### src/rtl/relu_serializer_pkg.sv
// Shared defaults and FSM state encoding for the ReLU triplet serializer.
package relu_serializer_pkg;

  localparam int CONV_BIT_DEF = 12;
  localparam int OUT_BIT_DEF  = 8;

  typedef enum logic [1:0] {
    IDLE = 2'd0,
    CH0  = 2'd1,
    CH1  = 2'd2,
    CH2  = 2'd3
  } state_t;

endpackage

### src/rtl/relu_quant.sv
// One-channel ReLU, divide-by-4 and unsigned saturation (purely combinational).
// Define RELU_ROUND_EN to round half up before saturating instead of truncating.
module relu_quant
  import relu_serializer_pkg::*;
#(
  parameter int CONV_BIT = CONV_BIT_DEF,
  parameter int OUT_BIT  = OUT_BIT_DEF
) (
  input  logic [CONV_BIT+1:0] x,
  output logic [OUT_BIT-1:0]  q
);

  // One spare bit so the rounding increment can never wrap.
  localparam int W = CONV_BIT + 3;

  logic [W-1:0] r;
  logic [W-1:0] s;

  // NOTE: every variable gets a value before any branch, so no latch is inferred.
  always_comb begin
    r = '0;
    if (!x[CONV_BIT+1]) r = {1'b0, x};
`ifdef RELU_ROUND_EN
    s = (r + W'(2)) >> 2;
`else
    s = r >> 2;
`endif
    q = (s > W'((1 << OUT_BIT) - 1)) ? '1 : s[OUT_BIT-1:0];
  end

endmodule

### src/rtl/relu_serializer.sv
// Quantizes pooled triplets, queues them in a small FIFO and serializes one
// channel per handshake. Rounding mode follows the RELU_ROUND_EN macro (see relu_quant).
module relu_serializer
  import relu_serializer_pkg::*;
#(
  parameter int CONV_BIT   = CONV_BIT_DEF,
  parameter int OUT_BIT    = OUT_BIT_DEF,
  parameter int FIFO_DEPTH = 4,
  parameter int FIFO_AW    = 2
) (
  input  logic                clk,
  input  logic                rst,
  input  logic                valid_in,
  input  logic [CONV_BIT+1:0] avg_value_1,
  input  logic [CONV_BIT+1:0] avg_value_2,
  input  logic [CONV_BIT+1:0] avg_value_3,
  output logic [OUT_BIT-1:0]  data_out,
  output logic [1:0]          ch_out,
  output logic                valid_out,
  input  logic                ready_in,
  output logic                overflow
);

  localparam int CW = FIFO_AW + 1;

  logic [2:0][OUT_BIT-1:0] wr_data;
  logic [2:0][OUT_BIT-1:0] head;
  logic [2:0][OUT_BIT-1:0] mem [FIFO_DEPTH];
  logic [FIFO_AW-1:0]      wr_ptr, rd_ptr;
  logic [CW-1:0]           count, count_nxt;
  logic                    full, push, pop;
  state_t                  state, state_nxt;

  relu_quant #(.CONV_BIT(CONV_BIT), .OUT_BIT(OUT_BIT)) u_quant0 (.x(avg_value_1), .q(wr_data[0]));
  relu_quant #(.CONV_BIT(CONV_BIT), .OUT_BIT(OUT_BIT)) u_quant1 (.x(avg_value_2), .q(wr_data[1]));
  relu_quant #(.CONV_BIT(CONV_BIT), .OUT_BIT(OUT_BIT)) u_quant2 (.x(avg_value_3), .q(wr_data[2]));

  // A pop frees a slot in the same cycle, so a full FIFO still accepts then.
  assign full      = (count == CW'(FIFO_DEPTH));
  assign pop       = (state == CH2) && ready_in;
  assign push      = valid_in && (!full || pop);
  assign count_nxt = count + CW'(push) - CW'(pop);
  assign head      = mem[rd_ptr];

  always_comb begin
    state_nxt = state;
    valid_out = 1'b0;
    ch_out    = 2'd0;
    data_out  = '0;
    case (state)
      IDLE: if (count != '0) state_nxt = CH0;
      CH0: begin
        valid_out = 1'b1;
        data_out  = head[0];
        if (ready_in) state_nxt = CH1;
      end
      CH1: begin
        valid_out = 1'b1;
        ch_out    = 2'd1;
        data_out  = head[1];
        if (ready_in) state_nxt = CH2;
      end
      CH2: begin
        valid_out = 1'b1;
        ch_out    = 2'd2;
        data_out  = head[2];
        // Restart directly at CH0 when anything remains, so entries stream without a bubble.
        if (ready_in) state_nxt = (count_nxt != '0) ? CH0 : IDLE;
      end
      default: state_nxt = IDLE;
    endcase
  end

  // NOTE: sequential state uses non-blocking assignments so every register samples pre-edge values.
  always_ff @(posedge clk) begin
    if (rst) begin
      state    <= IDLE;
      count    <= '0;
      wr_ptr   <= '0;
      rd_ptr   <= '0;
      overflow <= 1'b0;
    end else begin
      state <= state_nxt;
      count <= count_nxt;
      if (push) wr_ptr <= wr_ptr + FIFO_AW'(1);
      if (pop)  rd_ptr <= rd_ptr + FIFO_AW'(1);
      if (valid_in && !push) overflow <= 1'b1;
    end
  end

  // NOTE: storage is left unreset; count gates every read, so stale contents are never visible.
  always_ff @(posedge clk) begin
    if (push) mem[wr_ptr] <= wr_data;
  end

endmodule

### config.mk
export PLATFORM = sky130hd
export DESIGN_NAME = relu_serializer
export DESIGN_NICKNAME = d
export VERILOG_FILES = /design/src/rtl/relu_serializer_pkg.sv /design/src/rtl/relu_quant.sv /design/src/rtl/relu_serializer.sv
export SDC_FILE = /design/constraint.sdc
export NUM_CORES = 1
export LEC_CHECK = 0
export ABC_AREA = 1
export CAP_MARGIN = 5
export CORE_MARGIN = 8
export CORE_UTILIZATION = 35
export CTS_CLUSTER_DIAMETER = 30
export CTS_CLUSTER_SIZE = 24
export DETAILED_ROUTE_END_ITERATION = 8
export DONT_BUFFER_PORTS = 1
export MAX_ROUTING_LAYER = met4
export PLACE_DENSITY = 0.56
export SKIP_LAST_GASP = 1
export SLEW_MARGIN = 20
export SYNTH_ARGS = -nofsm -noshare
export SYNTH_HDL_FRONTEND = slang
export SYNTH_SLANG_ARGS = --single-unit
### constraint.sdc
create_clock -name clk -period 3.2 [get_ports clk]
set_input_delay 0.8 -clock clk [delete_from_list [all_inputs] [get_ports clk]]
set_output_delay 0.8 -clock clk [all_outputs]
set_load 0.005 [all_outputs]
==> flow_summary.json <==
{
  "status": "complete, no violations",
  "drt_iter0_drc": 273,
  "htreeDepth": 3,
  "antenna_cells": 0,
  "path_buf_inv": 2,
  "grt.overflow.total": 0,
  "power_density_mw_per_mm2": 658,
  "syn-num-nets": 514,
  "final_util_pct": 39.3,
  "antenna_found_initial": 0,
  "worstMarginPinSlew_ns": 0.828,
  "post_cts_buffers": 0,
  "io_buffers": 0,
  "setup_tns_ns": 0,
  "setup_violations": 0,
  "route.detailed.drc": 0,
  "die_w_um": 133,
  "hold_class": "reg -> reg",
  "clkTransAtPathRegs_ns": 0.06,
  "max_freq_ghz": 0.362,
  "synth_cell_types": 25,
  "postSynthCellCount": 454,
  "tritoncts": "yes",
  "crit_path_cell_trace": "buf_4 > o21ai_0 > o21ai_0 > nand2_1 > nand3_1 > nand2_1 > inv_1",
  "post_drt_wl_per_cell_um": 15.6,
  "crit_slowest_cell": "buf_4",
  "nNetsFinal": 514,
  "required_ns": 2.40,
  "drt-pass1-iter-count": 4,
  "ys_warn_count": 0,
  "ant_nets": 0,
  "hold_violations": 0,
  "layout-drive-gt1-share_pct": 6.32,
  "grt_setup_unrepaired": "no",
  "maxCapViolCount": 0,
  "fin_worst_skew_ns": 0.00485,
  "slowest_delay_ns": 0.44,
  "gp_congestion": 0.725,
  "yosys.area.top_type": "edfxtp_1",
  "via_per_inst": 4.80,
  "num_rows": 42,
  "grt_max_degree": 49,
  "dp_hpwl_um": 6280,
  "crit_family": "buffers and inverters",
  "ys_seq_area_share_pct": 65.2,
  "wirelength_um": 9900,
  "track_usage_pct": 11.8,
  "grt_pass1_vias": 3134,
  "ys_seq_elements": 108,
  "maxSlewViolCount": 0,
  "die_area_mm2": 0.0177,
  "cts_num_sinks": 108,
  "path_max_fanout": 48,
  "ios": 58,
  "relSlewSlack_pct": 44.4,
  "cts_hold_buf": 0,
  "clockRootBuffer": "clkbuf_16",
  "synth_top_area_share_pct": 60.2,
  "clock_latency_ns": 0.34,
  "finalWorstPathRequiredPeriod_ns": 2.76,
  "initial_utilization_pct": 36.0,
  "worst-setup-path-type": "reg -> out",
  "ir_drop_uv": 497,
  "ctsResizeCount": 0,
  "core_mm2": 0.0133,
  "area_growth_pct": 9.23,
  "grt_first_pass_wirelength_um": 15900,
  "cp-end-kind": "output pin",
  "critical_path_arrival_ns": 1.96,
  "fin_crit_sh_pct": 86.3,
  "avgSynthCellArea_um2": 10.5,
  "leakage_nw": 1.98,
  "cts-buffers-inserted": 9,
  "synth_area_leaders": "edfxtp_1 (60%), nor2_1 (6.6%), dfxtp_1 (5.0%), o21ai_0 (4.7%), inv_1 (4.2%)",
  "synthesis.area_mm2": 0.00479,
  "die_y_um": 133,
  "cp-start-kind": "register",
  "vias": 3049,
  "cts_buffer_depth": 2
}
==> final timing paths <==
path                      end      from  slack [ns]  cells past startpoint
setup / recovery  data_out[4]  register        0.44                      7
hold / removal       overflow  overflow        0.47                      2
setup reg to reg     state[0]  state[0]        0.63                     15
hold reg to reg      overflow  overflow        0.47                      2
==> per-stage QoR <==
step	worst slack (ns)	cell area [µm²]	hold WS [ns]	power (mW)	std cells
6_report	0.440	5230	0.471	3.44	635
3_3_place_gp	0.669	4960	0.461	2.47	619
2_1_floorplan	0.635	4790	0.447	2.29	454
5_1_grt	0.253	5230	0.515	3.65	635
3_5_place_dp	0.623	4960	0.465	2.49	619
4_1_cts	0.408	5230	0.474	3.47	635
==> layout make-up <==
class | count | area, µm²
Timing Repair Buffer | 11 | 82.6
Inverter | 56 | 210
Clock buffer | 10 | 229
Sequential cell | 108 | 3120
Multi-Input combinational cell | 268 | 1320
Clock inverter | 6 | 40.0
Tap cell | 176 | 220
Fill cell | 1273 | 8070
==> cells in the mapped netlist <==
| cell type | count |
|---|---|
| clkbuf_1 | 7 |
| nor3b_1 | 3 |
| a21o_1 | 1 |
| a21oi_1 | 28 |
| nand2_1 | 46 |
| a211oi_1 | 2 |
| nand3_1 | 10 |
| fa_1 | 1 |
| dfxtp_1 | 12 |
| o21ai_1 | 28 |
| clkinv_1 | 1 |
| inv_2 | 1 |
| edfxtp_1 | 96 |
| inv_1 | 54 |
| nand3b_1 | 1 |
| clkbuf_2 | 1 |
| nor2_1 | 84 |
| o21bai_1 | 1 |
| buf_4 | 3 |
| buf_2 | 6 |
| nand4_1 | 2 |
| ha_1 | 13 |
| o21ai_0 | 45 |
| nor3_1 | 3 |
| buf_6 | 5 |
==> metal layers <==
layer | up-vias | global-route usage, % | wire length [µm]
met5 | - | - | 0
met4 | 0 | 3.34 | 115
met3 | 9 | 3.86 | 446
met2 | 49 | 19.1 | 4770
met1 | 1468 | 13.8 | 4570
li1 | 1523 | - | -
==> power by group <==
part / total (mW) / switching [mW] / leakage [nW] / internal [mW]
Combinational: 0.672 / 0.463 / 0.877 / 0.209
Sequential: 1.77 / 0.0538 / 0.981 / 1.72
Clock: 0.994 / 0.467 / 0.124 / 0.526
==> state kept, by name (all words and copies together) (netlist names), named ones only <==
register  cells
rd_ptr        2
count         3
state         2
overflow      1
wr_ptr        2
mem          96
==> logic make-up (layout without fill, tap and decap cells) <==
logic type,count (synthesis),after routing,share of synthesized area [%]
flip-flops,108,108,65.2
AO/OA/AOI/OAI,105,105,11.2
buffers and inverters,78,83,7.32
AND/OR/NAND/NOR,149,149,12.4
adder cells (fa/ha/maj),14,14,3.82
==> cells in the final DEF (no fill, tap or decap), types with 3 or more instances in the layout <==
cell / netlist / routed
a21oi_1: 28 / 28
buf_4: 3 / 11
clkbuf_16: 0 / 9
clkinv_1: 1 / 3
dfxtp_1: 12 / 12
edfxtp_1: 96 / 96
ha_1: 13 / 13
inv_1: 54 / 54
nand2_1: 46 / 46
nand3_1: 10 / 10
nor2_1: 84 / 80
nor2_2: 0 / 4
nor3_1: 3 / 3
nor3b_1: 3 / 3
o21ai_0: 45 / 45
o21ai_1: 28 / 28
==> worst reg2reg max path: stages, from the launching register on <==
cell and delay [ns]:
dfxtp_1 0.43, ha_1 0.18, buf_4 0.17, nand2_1 0.08, nand4_1 0.10, nand2_1 0.08, ha_1 0.28, inv_1 0.04
ha_1 0.18, fa_1 0.40, nand3b_1 0.20, nand3_1 0.09, nand2_1 0.05, nand2_1 0.05, nand2_1 0.04, a21oi_1 0.13
No activity file was read; power rests on OpenSTA's default activity.
